**src/rtl/rollback_sequencer_pkg.sv**
```systemverilog
// Shared types and constants for the rollback sequencer and its age picker.
package rollback_sequencer_pkg;

  // Default sizing; the request struct below is built from these widths.
  localparam int RB_NUM_ROB = 32;
  localparam int RB_NUM_FL  = 32;
  localparam int RB_NUM_LSQ = 8;
  localparam int RB_NUM_REQ = 4;
  localparam int RB_RW      = $clog2(RB_NUM_ROB);
  localparam int RB_FW      = $clog2(RB_NUM_FL);
  localparam int RB_QW      = $clog2(RB_NUM_LSQ);
  localparam int RB_SW      = $clog2(RB_NUM_REQ);
  localparam int RB_PCW     = 64;

  // Requester IDs: two branch units followed by two load-queue ports.
  localparam logic [RB_SW-1:0] SRC_BR0 = RB_SW'(0);
  localparam logic [RB_SW-1:0] SRC_BR1 = RB_SW'(1);
  localparam logic [RB_SW-1:0] SRC_LQ0 = RB_SW'(2);
  localparam logic [RB_SW-1:0] SRC_LQ1 = RB_SW'(3);

  typedef enum logic [1:0] {
    ST_IDLE     = 2'd0,
    ST_SQUASH   = 2'd1,
    ST_WALK     = 2'd2,
    ST_REDIRECT = 2'd3
  } rb_state_e;

  // Everything needed to recover from one rollback request.
  typedef struct packed {
    logic [RB_RW-1:0]  rob_idx;
    logic [RB_FW-1:0]  fl_idx;
    logic [RB_QW-1:0]  sq_idx;
    logic [RB_QW-1:0]  lq_idx;
    logic [RB_PCW-1:0] target_pc;
  } rb_req_t;

  function automatic logic [15:0] sat_inc16(input logic [15:0] v);
    return (v == 16'hFFFF) ? v : v + 16'd1;
  endfunction

  function automatic logic is_branch_src(input logic [RB_SW-1:0] src);
    return (src == SRC_BR0) || (src == SRC_BR1);
  endfunction

endpackage

```
**src/rtl/rollback_sequencer_age_picker.sv**
```systemverilog
// Combinational oldest-of-N select. Age is the RW-bit modular distance from
// the reference tail back to the request's ROB index; larger is older and a
// tie keeps the lower source index.
module rollback_age_picker
  import rollback_sequencer_pkg::*;
#(
  parameter int NUM_REQ = RB_NUM_REQ,
  parameter int RW      = RB_RW,
  localparam int SW     = $clog2(NUM_REQ)
) (
  input  logic [NUM_REQ-1:0]         valid,
  input  logic [NUM_REQ-1:0][RW-1:0] rob_idx,
  input  logic [RW-1:0]              ref_tail,
  output logic [SW-1:0]              win_idx,
  output logic [RW-1:0]              win_age,
  output logic                       any_valid
);

  logic [RW-1:0] age;

  // Linear scan; strict '>' leaves the earlier (lower) source on ties.
  always_comb begin
    win_idx   = '0;
    win_age   = '0;
    any_valid = 1'b0;
    age       = '0;
    for (int i = 0; i < NUM_REQ; i++) begin
      age = ref_tail - rob_idx[i];
      if (valid[i] && (!any_valid || (age > win_age))) begin
        win_idx   = SW'(i);
        win_age   = age;
        any_valid = 1'b1;
      end
    end
  end

endmodule

```
**src/rtl/rollback_sequencer.sv**
```systemverilog
// Rollback sequencer: picks the oldest rollback request, pulses a squash,
// holds fetch stalled through the ROB walk, then offers a redirect.
// Redirect handshake: redirect_valid/redirect_PC are held stable from the
// cycle they rise until the cycle fetch_ready is sampled high with them; the
// transfer happens on that edge unless an older request preempts it.
module rollback_sequencer
  import rollback_sequencer_pkg::*;
#(
  parameter int NUM_ROB = RB_NUM_ROB,
  parameter int NUM_FL  = RB_NUM_FL,
  parameter int NUM_LSQ = RB_NUM_LSQ,
  parameter int NUM_REQ = RB_NUM_REQ,
  localparam int RW     = $clog2(NUM_ROB),
  localparam int FW     = $clog2(NUM_FL),
  localparam int QW     = $clog2(NUM_LSQ),
  localparam int SW     = $clog2(NUM_REQ)
) (
  input  logic                         clock,
  input  logic                         reset,
  input  logic [NUM_REQ-1:0]           req_valid,
  input  logic [NUM_REQ-1:0][RW-1:0]   req_ROB_idx,
  input  logic [NUM_REQ-1:0][FW-1:0]   req_FL_idx,
  input  logic [NUM_REQ-1:0][QW-1:0]   req_SQ_idx,
  input  logic [NUM_REQ-1:0][QW-1:0]   req_LQ_idx,
  input  logic [NUM_REQ-1:0][63:0]     req_target_PC,
  input  logic [RW-1:0]                ROB_tail_idx,
  input  logic                         rob_walk_done,
  input  logic                         fetch_ready,
  output logic                         rollback_en,
  output logic [RW-1:0]                ROB_rollback_idx,
  output logic [FW-1:0]                FL_rollback_idx,
  output logic [QW-1:0]                SQ_rollback_idx,
  output logic [QW-1:0]                LQ_rollback_idx,
  output logic                         stall_fetch,
  output logic                         redirect_valid,
  output logic [63:0]                  redirect_PC,
  output logic                         pred_update_en,
  output logic                         pred_update_sel,
  output logic                         busy,
  output logic [15:0]                  rollback_count,
  output logic [15:0]                  drop_count,
  output rb_state_e                    state_dbg
);

  rb_state_e     state;
  rb_req_t       req_arr [NUM_REQ];
  rb_req_t       win_req;
  logic [63:0]   lat_pc;
  logic [RW-1:0] ref_tail;
  logic [RW-1:0] lat_age;
  logic [RW-1:0] pick_ref;
  logic [RW-1:0] win_age;
  logic [RW-1:0] drop_age;
  logic [SW-1:0] win_idx;
  logic          any_valid;
  logic          preempt;
  logic          take;
  logic          drop_any;

  assign state_dbg = state;

  // Gather per-source request fields into records.
  always_comb begin
    for (int i = 0; i < NUM_REQ; i++) begin
      req_arr[i] = '{rob_idx:   req_ROB_idx[i],
                     fl_idx:    req_FL_idx[i],
                     sq_idx:    req_SQ_idx[i],
                     lq_idx:    req_LQ_idx[i],
                     target_pc: req_target_PC[i]};
    end
  end

  // Live tail while idle; frozen episode tail otherwise, so the latched age
  // and any challenger are measured against the same reference.
  assign pick_ref = (state == ST_IDLE) ? ROB_tail_idx : ref_tail;

  rollback_age_picker #(
    .NUM_REQ (NUM_REQ),
    .RW      (RW)
  ) u_picker (
    .valid     (req_valid),
    .rob_idx   (req_ROB_idx),
    .ref_tail  (pick_ref),
    .win_idx   (win_idx),
    .win_age   (win_age),
    .any_valid (any_valid)
  );

  assign win_req = req_arr[win_idx];
  assign preempt = (state != ST_IDLE) && any_valid && (win_age > lat_age);
  assign take    = (state == ST_IDLE) ? any_valid : preempt;

  // Mid-episode, any request no older than the one in flight is discarded.
  always_comb begin
    drop_any = 1'b0;
    drop_age = '0;
    for (int i = 0; i < NUM_REQ; i++) begin
      drop_age = ref_tail - req_ROB_idx[i];
      if (req_valid[i] && (drop_age <= lat_age)) drop_any = 1'b1;
    end
  end

  // Episode FSM with registered outputs; an accepted or preempting request
  // always restarts at SQUASH and takes priority over walk_done/fetch_ready.
  always_ff @(posedge clock) begin
    if (reset) begin
      state            <= ST_IDLE;
      lat_pc           <= '0;
      ref_tail         <= '0;
      lat_age          <= '0;
      rollback_en      <= 1'b0;
      ROB_rollback_idx <= '0;
      FL_rollback_idx  <= '0;
      SQ_rollback_idx  <= '0;
      LQ_rollback_idx  <= '0;
      stall_fetch      <= 1'b0;
      busy             <= 1'b0;
      redirect_valid   <= 1'b0;
      redirect_PC      <= '0;
      pred_update_en   <= 1'b0;
      pred_update_sel  <= 1'b0;
      rollback_count   <= '0;
      drop_count       <= '0;
    end else begin
      rollback_en      <= 1'b0;
      ROB_rollback_idx <= '0;
      FL_rollback_idx  <= '0;
      SQ_rollback_idx  <= '0;
      LQ_rollback_idx  <= '0;
      pred_update_en   <= 1'b0;
      pred_update_sel  <= 1'b0;
      if ((state != ST_IDLE) && drop_any) drop_count <= sat_inc16(drop_count);
      if (take) begin
        state            <= ST_SQUASH;
        lat_pc           <= win_req.target_pc;
        ref_tail         <= pick_ref;
        lat_age          <= win_age;
        rollback_en      <= 1'b1;
        ROB_rollback_idx <= win_req.rob_idx;
        FL_rollback_idx  <= win_req.fl_idx;
        SQ_rollback_idx  <= win_req.sq_idx;
        LQ_rollback_idx  <= win_req.lq_idx;
        pred_update_en   <= is_branch_src(win_idx);
        pred_update_sel  <= is_branch_src(win_idx) && win_idx[0];
        rollback_count   <= sat_inc16(rollback_count);
        stall_fetch      <= 1'b1;
        busy             <= 1'b1;
        redirect_valid   <= 1'b0;
        redirect_PC      <= '0;
      end else begin
        case (state)
          ST_SQUASH: state <= ST_WALK;
          ST_WALK: begin
            if (rob_walk_done) begin
              state          <= ST_REDIRECT;
              redirect_valid <= 1'b1;
              redirect_PC    <= lat_pc;
            end
          end
          ST_REDIRECT: begin
            if (fetch_ready) begin
              state          <= ST_IDLE;
              redirect_valid <= 1'b0;
              redirect_PC    <= '0;
              stall_fetch    <= 1'b0;
              busy           <= 1'b0;
            end
          end
          default: ;
        endcase
      end
    end
  end

endmodule

```
**config.mk**
```make
export PLATFORM = sky130hd
export DESIGN_NAME = rollback_sequencer
export DESIGN_NICKNAME = d
export VERILOG_FILES = /design/src/rtl/rollback_sequencer_pkg.sv /design/src/rtl/rollback_sequencer_age_picker.sv /design/src/rtl/rollback_sequencer.sv
export SDC_FILE = /design/constraint.sdc
export NUM_CORES = 1
export LEC_CHECK = 0
export BUFFER_PORTS_ARGS = -buffer_cell sky130_fd_sc_hd__buf_2
export CORE_AREA = 2 2 174 176
export DETAILED_ROUTE_END_ITERATION = 12
export DIE_AREA = 0 0 176 178
export GPL_TIMING_DRIVEN = 0
export PLACE_DENSITY_LB_ADDON = 0.12
export SLEW_MARGIN = 30
export SYNTH_ARGS = -nofsm -noshare
export SYNTH_HDL_FRONTEND = slang
export SYNTH_SLANG_ARGS = --single-unit
```
**constraint.sdc**
```tcl
create_clock -name clock -period 12.8 [get_ports clock]
set_clock_uncertainty 0.05 [all_clocks]
set_input_delay 2.56 -clock clock [delete_from_list [all_inputs] [get_ports clock]]
set_output_delay 2.56 -clock clock [all_outputs]
set_load 0.01 [all_outputs]
```
==> summary.txt <==
final weighted congestion in routability-driven placement - 0.949
CTS tree - yes
CP Class - in -> reg
Post-Synth XOR/XNOR Area - 0.0344
crit-path leading delay family - compound AO/OA/AOI/OAI gates
Yosys reg bits - 193
CTS Sinks - 193
Slowest-stage cell, CP - clkbuf_1
Layout Cells excl Fill - 2320
Synth Area in Compound Gates - 0.237
port bufs - 451
via count - 12600
Pint - 2460 uW
Final Routed Wirelength - 46500 um
Max Slew Vio Count - 0
crit path time final - 11.15 ns
DRC errors left - 0
worst slew pin tran - 0.757 ns
Reg power frac - 0.159
root buffer cell - clkbuf_16
H-Tree Depth - 4
combinational group share of total power - 0.740
reg2reg path depth - 38
syn_nets - 1862
cell area after placement - 14200 um2
Critical Path RT - 13.11 ns
Final setup viols - 0
status - complete, no violations
first-pass GRT wire length - 68100 um
vias in the first global route - 11800
final cycle utilization of the critical path - 0.871
multiplexer share of the synthesized area - 0.0196
Initial DRT Pass Iterations - 5
syn_area_per_cell - 7.93 um2
die area - 31300 um2
Sw Ratio - 0.532
Gates resized, CTS repair - 0
Syn-to-layout area delta - 29.1%
Post-Synth Simple-Gate Area - 0.212
switching pwr - 2800 uW
vias per cell - 5.44
worst-case clock buffer depth - 2
Synth Cell Area - 11500 um2
Routed wire per std cell - 20.0 um
row cnt - 63
number of post-CTS setup repair buffers - 0
io pins - 453
core area - 29400 um2
antenna-violating nets left - 0
largest stage delay on the critical path - 0.54 ns
final number of hold-violating endpoints - 0
Layout fillers - 2963
Clock power frac - 0.101
die height - 178 um
design area - 14800 um2
initial core utilization - 0.390
Slew Limit Headroom - 0.495
Hold Path Class - reg -> reg
Setup crit end kind - flip-flop
highest-count cells in the layout ignoring fill and taps - 492 x buf_2, 202 x nand2_1, 193 x dfxtp_1, 193 x nor2_1, 79 x a31oi_1
top cell type's share of synthesized area - 0.337
pin count of the biggest net entering global routing - 20
Skew-Pair Late Insertion Delay - 0.42 ns
Post-Synthesis Cells - 1447
Synth cell types - 64
FFs w/ async S/R, synth - 0
Num CTS Buffers - 17
Fmax achieved - 89.7 MHz
setup TNS - 0 ns
MaxCap Viol Count - 0
CP Depth - 37
most common cell after layout, fill and taps aside - buf_2
Adder-Cell Fraction of Synth Area - 0.0947
top cells by area, synth - dfxtp_1 34%, ha_1 8.1%, nand2_1 6.6%, nor2_1 6.3%, a211oi_1 4.5%
hold depth - 2
post-synthesis sequential area ratio - 0.337
Critical Path Source Type - primary input
Die Span X - 176 um
PwrDens - 355 nW/um2
Synth area leader - dfxtp_1
antenna violations before repair - 4
Main synth FF type - dfxtp_1
Layout Nets - 2332
placed cells - 2288
CTS clock-pin slew for the worst setup and hold paths - 0.08 ns
VDD IR max - 0.172 mV
Worst EP arrival - 11.45 ns
Worst Path Max Fanout - 10
number of flops mapped to enable cells by yosys - 0
Global Route Usage Sum - 0.283
Initial DRC Count - 865
CP bufs+invs - 8
share of cells above drive strength 1 - 0.298
Leak - 0.00688 uW
YS warnings - 0
Post-DP HPWL - 37100 um
unrepaired setup endpoints after global routing - false
hold buffer count at cts - 0
GRT overflow - 0
largest family of logic cells by synthesized area - compound AO/OA/AOI/OAI gates
==> metal layers <==
layer / GRT usage / wire [um]
met5: 0 / 35
met4: 0.0882 / 1360
met3: 0.0603 / 3290
met2: 0.479 / 22000
met1: 0.361 / 19800
==> through the flow <==
step                power, uW  utilization  hold WS (ns)  setup WS (ns)
floorplan                3610            -         0.419           3.06
global placement         4700        0.484         0.420          0.899
detailed placement       4740        0.484         0.428           1.17
CTS                      5280        0.503         0.443           1.61
global route             5720        0.503         0.455           1.11
finish                   5260        0.504         0.443           1.65
==> cells in the mapped netlist, types with 16 or more instances <==
master / instances
a21o_1: 17
nand4_1: 16
clkbuf_1: 52
a31oi_1: 79
a22oi_1: 65
nand2_1: 202
nor2_1: 193
nor3_1: 72
nand3_1: 17
xnor2_1: 35
o21ai_1: 65
a21oi_1: 36
buf_2: 41
inv_1: 43
a211oi_1: 68
dfxtp_1: 193
ha_1: 74
==> final cells by class <==
class	count	area [um2]	area share
diodes	1	2.50	0.000169
plain buffers	112	584	0.0395
clock buffers	18	429	0.0290
clock inverters	13	154	0.0104
inverters	43	161	0.0109
multi-input cells	1099	6870	0.464
flip-flops and latches	193	3860	0.261
well taps	390	488	0.0330
repair buffers	451	2260	0.152
==> flip-flops by register name, indices dropped and copies added, names as in the netlist <==
register / cells
lat_pc: 64
redirect_PC: 64
drop_count: 16
rollback_count: 16
FL_rollback_idx: 5
ROB_rollback_idx: 5
lat_age: 5
ref_tail: 5
LQ_rollback_idx: 3
SQ_rollback_idx: 3
state_dbg: 2
busy: 1
pred_update_en: 1
pred_update_sel: 1
redirect_valid: 1
rollback_en: 1
==> final timing paths <==
| path | start | endpoint | slack (ns) |
|---|---|---|---|
| setup / recovery | ROB_tail_idx[0] | ref_tail[2] | 1.65 |
| hold / removal | lat_pc[58] | lat_pc[58] | 0.44 |
| setup reg to reg | state_dbg[0] | ref_tail[2] | 3.07 |
| hold reg to reg | lat_pc[58] | lat_pc[58] | 0.44 |
==> logic make-up (layout without fill, tap and decap cells) <==
| group | count (synthesis) | count (layout) |
|---|---|---|
| compound gates | 397 | 397 |
| xor+xnor | 45 | 45 |
| fa+ha+maj | 82 | 82 |
| buf+inv | 155 | 637 |
| flops | 193 | 193 |
| mux | 20 | 20 |
| other cells | 0 | 1 |
| simple gates | 555 | 555 |
==> worst reg2reg max path: cells and delay by family, from the launching register on <==
family / cells / cell delay (ns)
AOI/OAI and AO/OA: 11 / 2.53
buffers and inverters: 8 / 2.27
and+or+nand+nor: 11 / 1.88
adders and majority gates: 6 / 1.73
muxes: 2 / 0.82
DFF: 1 / 0.39
==> power by group through the flow <==
stage / clock network [uW] / registers [uW] / logic [uW]
finish: 529 / 839 / 3890
global placement: 0 / 845 / 3850
detailed placement: 0 / 850 / 3890
CTS: 538 / 837 / 3910
floorplan: 0 / 845 / 2770
global route: 562 / 852 / 4310
Note: power is estimated with default switching activity, not from simulation.
